## config.mk

```make
export PLATFORM = sky130hd
export DESIGN_NAME = jtcop_obj_dma
export DESIGN_NICKNAME = d
export VERILOG_FILES = /design/src/rtl/jtcop_pkg.sv /design/src/rtl/jtcop_obj_dma.sv
export SDC_FILE = /design/constraint.sdc
export NUM_CORES = 1
export LEC_CHECK = 0
export BUFFER_PORTS_ARGS = -buffer_cell sky130_fd_sc_hd__buf_4
export CORE_MARGIN = 2
export CORE_UTILIZATION = 50
export CTS_BUF_LIST = sky130_fd_sc_hd__clkbuf_4
export CTS_CLUSTER_DIAMETER = 120
export DETAILED_ROUTE_END_ITERATION = 10
export HOLD_SLACK_MARGIN = 0.1
export PLACE_DENSITY_LB_ADDON = 0.2
export SLEW_MARGIN = 20
export SYNTH_ARGS = -nofsm -noshare
export SYNTH_HDL_FRONTEND = slang
export SYNTH_SLANG_ARGS = --single-unit
```

## constraint.sdc

```tcl
create_clock -name clk -period 5.5 [get_ports clk]
set_input_delay 0 -clock clk [delete_from_list [all_inputs] [get_ports clk]]
set_output_delay 0 -clock clk [all_outputs]
set_load 0.005 [all_outputs]
```

## src/rtl/jtcop_pkg.sv

```systemverilog
// Shared definitions for the object DMA block.
//   OBJ_AW      : default object RAM / buffer word-address width
//   dma_state_t : copy sequencer state encoding
package jtcop_pkg;

  localparam int OBJ_AW = 10;

  typedef enum logic [1:0] {
    ST_IDLE = 2'd0,
    ST_WAIT = 2'd1,
    ST_READ = 2'd2,
    ST_LAST = 2'd3
  } dma_state_t;

endpackage

```

## src/rtl/jtcop_obj_dma.sv

```systemverilog
// Object RAM to object buffer DMA. A rising edge on obj_copy copies all
// 2^AW words of object RAM into the object buffer in ascending order,
// one word per cen-high cycle.
//
// Ports
//   rst        in   async active-high reset
//   clk        in   system clock
//   cen        in   word pacing enable
//   LVBL       in   active-low vertical blank
//   obj_copy   in   copy request level from CPU decode
//   ram_addr   out  object RAM read address (AW bits)
//   ram_dout   in   object RAM data, one clk after ram_addr
//   buf_addr   out  object buffer write address (AW bits)
//   buf_din    out  object buffer write data
//   buf_we     out  object buffer write strobe
//   busy       out  copy in progress
//   done       out  one-clk pulse after the last word is written
//
// Build option
//   JTCOP_OBJ_DMA_WAITVB_EN : when defined, a copy only starts on the clk
//   after LVBL falls. When undefined, LVBL is ignored.
//
// state   | meaning
// IDLE    | no copy in progress
// WAIT    | request accepted, waiting for the start condition
// READ    | streaming words 0 .. 2^AW-2 (first cen only primes the read)
// LAST    | address counter wrapped, last word still to be written
module jtcop_obj_dma
  import jtcop_pkg::*;
#(
  parameter int AW = OBJ_AW
) (
  input  logic          rst,
  input  logic          clk,
  input  logic          cen,
  input  logic          LVBL,
  input  logic          obj_copy,
  output logic [AW-1:0] ram_addr,
  input  logic [15:0]   ram_dout,
  output logic [AW-1:0] buf_addr,
  output logic [15:0]   buf_din,
  output logic          buf_we,
  output logic          busy,
  output logic          done
);

  dma_state_t    state_q;
  logic [AW:0]   cnt_q;
  logic [AW:0]   cnt_d;
  logic [AW-1:0] wr_q;
  logic [AW-1:0] buf_addr_q;
  logic [15:0]   data_q;
  logic [15:0]   word_d;
  logic [15:0]   buf_din_q;
  logic          primed_q;
  logic          cap_q;
  logic          copy_q;
  logic          pend_q;
  logic          buf_we_q;
  logic          done_q;
  logic          req_d;
  logic          start_d;

  assign req_d = obj_copy & ~copy_q;
  assign cnt_d = cnt_q + {{AW{1'b0}}, 1'b1};

  // RAM data for the address issued on the last advance is valid exactly
  // one clk after that advance (cap_q high). With back-to-back cen it is
  // used straight from ram_dout; with slower cen it is parked in data_q
  // because ram_dout moves on to the next address.
  assign word_d = cap_q ? ram_dout : data_q;

`ifdef JTCOP_OBJ_DMA_WAITVB_EN
  logic lvbl_q;

  always_ff @(posedge clk or posedge rst) begin
    if (rst) lvbl_q <= 1'b0;
    else     lvbl_q <= LVBL;
  end

  assign start_d = lvbl_q & ~LVBL;
`else
  logic unused_lvbl;

  assign unused_lvbl = LVBL;
  assign start_d     = 1'b1;
`endif

  always_ff @(posedge clk or posedge rst) begin
    if (rst) begin
      state_q    <= ST_IDLE;
      cnt_q      <= '0;
      wr_q       <= '0;
      data_q     <= '0;
      primed_q   <= 1'b0;
      cap_q      <= 1'b0;
      copy_q     <= 1'b0;
      pend_q     <= 1'b0;
      buf_addr_q <= '0;
      buf_din_q  <= '0;
      buf_we_q   <= 1'b0;
      done_q     <= 1'b0;
    end else begin
      copy_q   <= obj_copy;
      buf_we_q <= 1'b0;
      done_q   <= 1'b0;
      cap_q    <= 1'b0;
      if (cap_q) data_q <= ram_dout;

      case (state_q)
        ST_IDLE: begin
          pend_q <= 1'b0;
          if (req_d) state_q <= ST_WAIT;
        end

        ST_WAIT: begin
          if (req_d) pend_q <= 1'b1;
          cnt_q    <= '0;
          primed_q <= 1'b0;
          if (start_d) state_q <= ST_READ;
        end

        ST_READ: begin
          if (req_d) pend_q <= 1'b1;
          if (cen) begin
            // wr_q trails the read address by one word: it is the word
            // whose data arrives on the next clk.
            cnt_q    <= cnt_d;
            wr_q     <= cnt_q[AW-1:0];
            cap_q    <= 1'b1;
            primed_q <= 1'b1;
            if (primed_q) begin
              buf_we_q   <= 1'b1;
              buf_addr_q <= wr_q;
              buf_din_q  <= word_d;
            end
            if (cnt_d[AW]) state_q <= ST_LAST;
          end
        end

        ST_LAST: begin
          if (cen) begin
            buf_we_q   <= 1'b1;
            buf_addr_q <= wr_q;
            buf_din_q  <= word_d;
            done_q     <= 1'b1;
            pend_q     <= 1'b0;
            // A request landing on this very clk is folded into pending.
            if (pend_q || req_d) state_q <= ST_WAIT;
            else                 state_q <= ST_IDLE;
          end else if (req_d) begin
            pend_q <= 1'b1;
          end
        end

        default: state_q <= ST_IDLE;
      endcase
    end
  end

  assign ram_addr = cnt_q[AW-1:0];
  assign buf_addr = buf_addr_q;
  assign buf_din  = buf_din_q;
  assign buf_we   = buf_we_q;
  assign busy     = (state_q != ST_IDLE);
  assign done     = done_q;

endmodule
```

# Word-level counts from Yosys, hierarchy flattened
# Cells that the tools add are included.
# totals
regBits	71
inputBits	21
word_cells	61
output_inout_bits	39
# op_classes
n_bitwise	2
mux	28
addsub	1
n_eq_ne	8
reduce_logical	10
# ops
cell	n
$mux 16	4
$pmux 16 s2	1
$mux 10	3
$pmux 11 s2	1
$pmux 10 s2	1
$add 11x1->11 const B	1
$mux 11	1
$ne 2x2->1 const B	5
$mux 1	9
$mux 2	4
$pmux 2 s4	1
$reduce_and 4->1	2
$reduce_bool 2->1	3
$eq 2x2->1 const B	2
$pmux 1 s2	2
$reduce_and 2->1	2
$pmux 1 s3	1
$eq 2x1->1 const B	1
$logic_not 2->1	1
$reduce_or 2->1	1
$and 1x1->1	1
$logic_or 1x1->1	1
$not 1->1	1

# Longest topological paths before layout
# logic_depth
depth_word	6
depth_mapped	8

# Worst setup path after synthesis
# OpenSTA, ideal clock, no wires.
# synth_path
kind	register to register
startpoint	reg state_q[0]
endpoint	reg buf_addr_q[0], in the netlist buf_addr[0]
path_stages_with_launch	8
path_buffers	2
t_required_ns	5.375
slack_ns	3.495
setup_time_ns	0.125
arrival_ns	1.881
cell_sequence	dfrtp_1 -> inv_1 -> ha_1 -> buf_6 -> mux2_2 -> nand2_1 -> buf_2 -> mux2_2
# synth_via
elab_chain_len	3
word_cells_on_any_way	8
classes_between	eq/ne: 5; mux: 1; reduce/logical: 2
# synth_lines
element	line	source
start, declared	jtcop_obj_dma.sv:47	dma_state_t state_q;
start signal, assigned	jtcop_obj_dma.sv:91	state_q <= ST_IDLE;
start signal, assigned	jtcop_obj_dma.sv:113	if (req_d) state_q <= ST_WAIT;
start signal, assigned	jtcop_obj_dma.sv:120	if (start_d) state_q <= ST_READ;
$eq 2x2->1	jtcop_obj_dma.sv:110	case (state_q)
$ne 2x2->1 (no line) or $reduce_bool 2->1 (tied branches)	n/a	
$reduce_and 4->1 (no line)	n/a	
end signal, assigned	jtcop_obj_dma.sv:134	buf_addr_q <= wr_q;
end signal, assigned	jtcop_obj_dma.sv:144	buf_addr_q <= wr_q;
end, declared	jtcop_obj_dma.sv:51	logic [AW-1:0] buf_addr_q;
# Several ways; a longest one is shown, not always the timed one.
# A chain may end at the register's enable or synchronous reset.

# Worst setup path in the final report
# layout_path
startpoint	reg state_q[0]
endpoint	reg cnt_q[10]
# layout_via
elab_chain_len	3
word_cells_on_any_way	6
classes_between	eq/ne: 3; mux: 1; reduce/logical: 2
# layout_lines
element	line	source
$eq 2x2->1 or $eq 2x1->1 (tied branches)	jtcop_obj_dma.sv:110	
$ne 2x2->1 (no line) or $reduce_bool 2->1 (tied branches)	n/a	
$reduce_and 2->1 (no line)	n/a	
end signal, assigned	jtcop_obj_dma.sv:128	cnt_q <= cnt_d;
end, declared	jtcop_obj_dma.sv:48	logic [AW:0] cnt_q;
# Several ways; a longest one is shown, not always the timed one.

==> impl_metrics.tcl <==
set metrics [dict create \
    grtUsageTotal 0.1857 \
    netlist-cell-type-count 37 \
    fp.dieArea_um2 6605 \
    vias 1994 \
    synth_edf_count 0 \
    clk_latency_ns 0.40 \
    dp_slack_ns 2.653 \
    top_layer_used "met4" \
    syn2layout_area_growth_pct 25.73 \
    irDropWorstVdd_v 0.0002865 \
    endpoint_kind "flop" \
    synth.top_cell.area_share 0.5951 \
    slew_violations 0 \
    placed_area_um2 3406 \
    die_y_um 81.27 \
    fin_util 0.6416 \
    cts_made_buffers 9 \
    fin_crit_ns 2.822 \
    dp_cells 356 \
    wl_met1_um 2475 \
    power_mw 1.710 \
    synth_ff_type "dfrtp_1" \
    synthArstFlopShare 1.000 \
    final_hold_viol_count 0 \
    worst_slack_ns 2.678 \
    vias_per_cell 5.100 \
    ys_seq_elements 71 \
    path_class "flop to flop" \
    layoutNonFillerInstCount 391 \
    drtIter0Drc 115 \
    max_stage_delay_ns 0.59 \
    postCtsSetupBuffers 0 \
    synth_commonest_cells "dfrtp_1 (71), mux2_2 (43), nand2_1 (39)" \
    antenna_found_initial 0 \
    yosysMostFrequentCell "dfrtp_1" \
    skew_ns 0.008706 \
    coreArea_um2 5851 \
    synth_nets 267 \
    status "finished, final reports clean" \
    dr_wl_met3_um 250 \
    drive_gt1_frac 0.3861 \
    yosysTopAreaCell "dfrtp_1" \
    gp_congestion 0.7802 \
    crit_path_top_delay_cell "inv_1" \
    syn_avg_cell_area_um2 12.44 \
    rows 28 \
    wl_per_cell_um 14.27 \
    io_buffers 58 \
    netlist_area_um2 2985 \
    crit_required_ns 5.80 \
    clock-sinks 71 \
    routed_wl_um 5580 \
    power_density_nw_per_um2 455.5 \
    nets 338 \
    ys_seq_area_frac 0.5951 \
    fmax_ghz 0.3544 \
    grt_overflow 0 \
    drtAntennaViolNets 0 \
    drc 0 \
    cts_buffer_depth 2 \
    finalCritPeriodShare 0.5130 \
    ios 60 \
    cp_max_fo 23 \
    die_w_um 81.27 \
    netlist_top_cells_area "dfrtp_1 (60%), mux2_2 (16%), nand2_1 (4.9%)" \
    n_antenna_cell 0 \
    maxCapViolations 0 \
    fin_area_um2 3754 \
    initial_utilization 0.5103 \
    power_leakage_nw 1.851 \
    cts_tree "yes" \
    grt_setup_unrepaired "no" \
    tightest_slew_ns 0.8559 \
    hp-class "primary input to flop" \
    dpl.hpwl_um 3658 \
    syn_inst 240 \
    dr_wl_met2_um 2753 \
    setup_violations 0 \
    cp_cell_sequence "inv_1, ha_1, nand2_1, inv_1, nor2_1, o21bai_1, a22o_1" \
    ys_warn_count 0 \
    cp_data_arrival_time_ns 3.12 \
    clkTransAtPathRegs_ns 0.11 \
    crit_top_cell "inv_1" \
    ctsHtreeMaxLevel 3 \
    grt_pass1_vias 2021 \
    cts-root-buf "clkbuf_4" \
    slew_headroom 0.4294 \
    finalSetupTns_ns 0 \
    grt_max_degree 72 \
    grt_pass1_wl_um 9190 \
    whs_ns 0.2562 \
    firstDrtPassIters 4 \
    start_kind "flop" \
]
[path summary, 6_finish.rpt]
check	from	end	slack [ns]	cells past startpoint
worst max-delay path	state_q[0]	cnt_q[10]	2.68	7
worst min-delay path	obj_copy	copy_q	0.26	2
worst max register to register	state_q[0]	cnt_q[10]	2.68	7
worst min register to register	wr_q[5]	wr_q[5]	0.48	2
max in group asynchronous	rst	buf_din[3]	4.53	4
min in group asynchronous	rst	buf_din[10]	0.42	4
[registers in the layout, summed over array words and instances, names as in the netlist, 2 cells and up]
register,count
state_q,2
buf_din,16
cnt_q,11
data_q,16
wr_q,10
buf_addr,10
[where the power goes]
| part | internal [mW] | switching, mW | leakage (nW) |
|---|---|---|---|
| Combinational | 0.330 | 0.244 | 0.862 |
| Sequential | 0.686 | 0.0908 | 0.912 |
| Clock | 0.180 | 0.179 | 0.0770 |
[cell usage in the layout, fill, tap and decap left out, drive strengths merged, types with 2 or more instances in the layout]
| cell type | Yosys | routed |
|---|---|---|
| buf | 15 | 59 |
| nor3 | 3 | 3 |
| clkbuf | 3 | 9 |
| clkinv | 0 | 3 |
| inv | 5 | 5 |
| bufinv | 0 | 2 |
| a22o | 2 | 2 |
| dfrtp | 71 | 71 |
| xnor2 | 2 | 2 |
| o31ai | 4 | 4 |
| nand2 | 39 | 39 |
| and3 | 2 | 2 |
| nor2 | 10 | 10 |
| mux2 | 44 | 44 |
| dlygate4sd3 | 0 | 19 |
| and2 | 2 | 2 |
| nand3 | 5 | 5 |
| nor2b | 3 | 3 |
| o21ai | 7 | 7 |
| nand4 | 2 | 2 |
| clkinvlp | 0 | 2 |
| o22ai | 2 | 2 |
| ha | 6 | 6 |
[routing by layer]
layer	global-route usage	vias to the layer above
met5	0	-
met3	0.04444	9
met1	0.2196	970
li1	-	968
met2	0.3164	47
met4	0.08983	0
[cell type report]
class / instances / area [um2]
timing repair buffer: 78 / 633.1
tap: 75 / 93.84
sequential: 71 / 1777
multi-input combinational: 146 / 1076
fill: 468 / 2097
clock inverter: 7 / 87.58
clock buffer: 9 / 67.56
inverter: 5 / 18.77
[worst max-delay path: cells and delay by family (launching register included)]
| family | cells | cell delay (ns) |
|---|---|---|
| simple gates | 2 | 0.76 |
| buf+inv | 2 | 0.72 |
| compound gates | 2 | 0.46 |
| flops | 1 | 0.43 |
| fa+ha+maj | 1 | 0.34 |
[kinds of logic after synthesis]
group                      share of synthesized area
muxes                                         0.1693
buffers and inverters                        0.04526
AOI/OAI and AO/OA                            0.05491
DFF                                           0.5951
adders and majority gates                    0.02515
and+or+nand+nor                               0.1044
xor gates and xnor gates                    0.005869
[repair_timing]
item                      CTS  global route
gates resized for setup     0             0
hold buffers               19             0
hold endpoints to repair  110             0
Power figures use the tool's default switching activity.
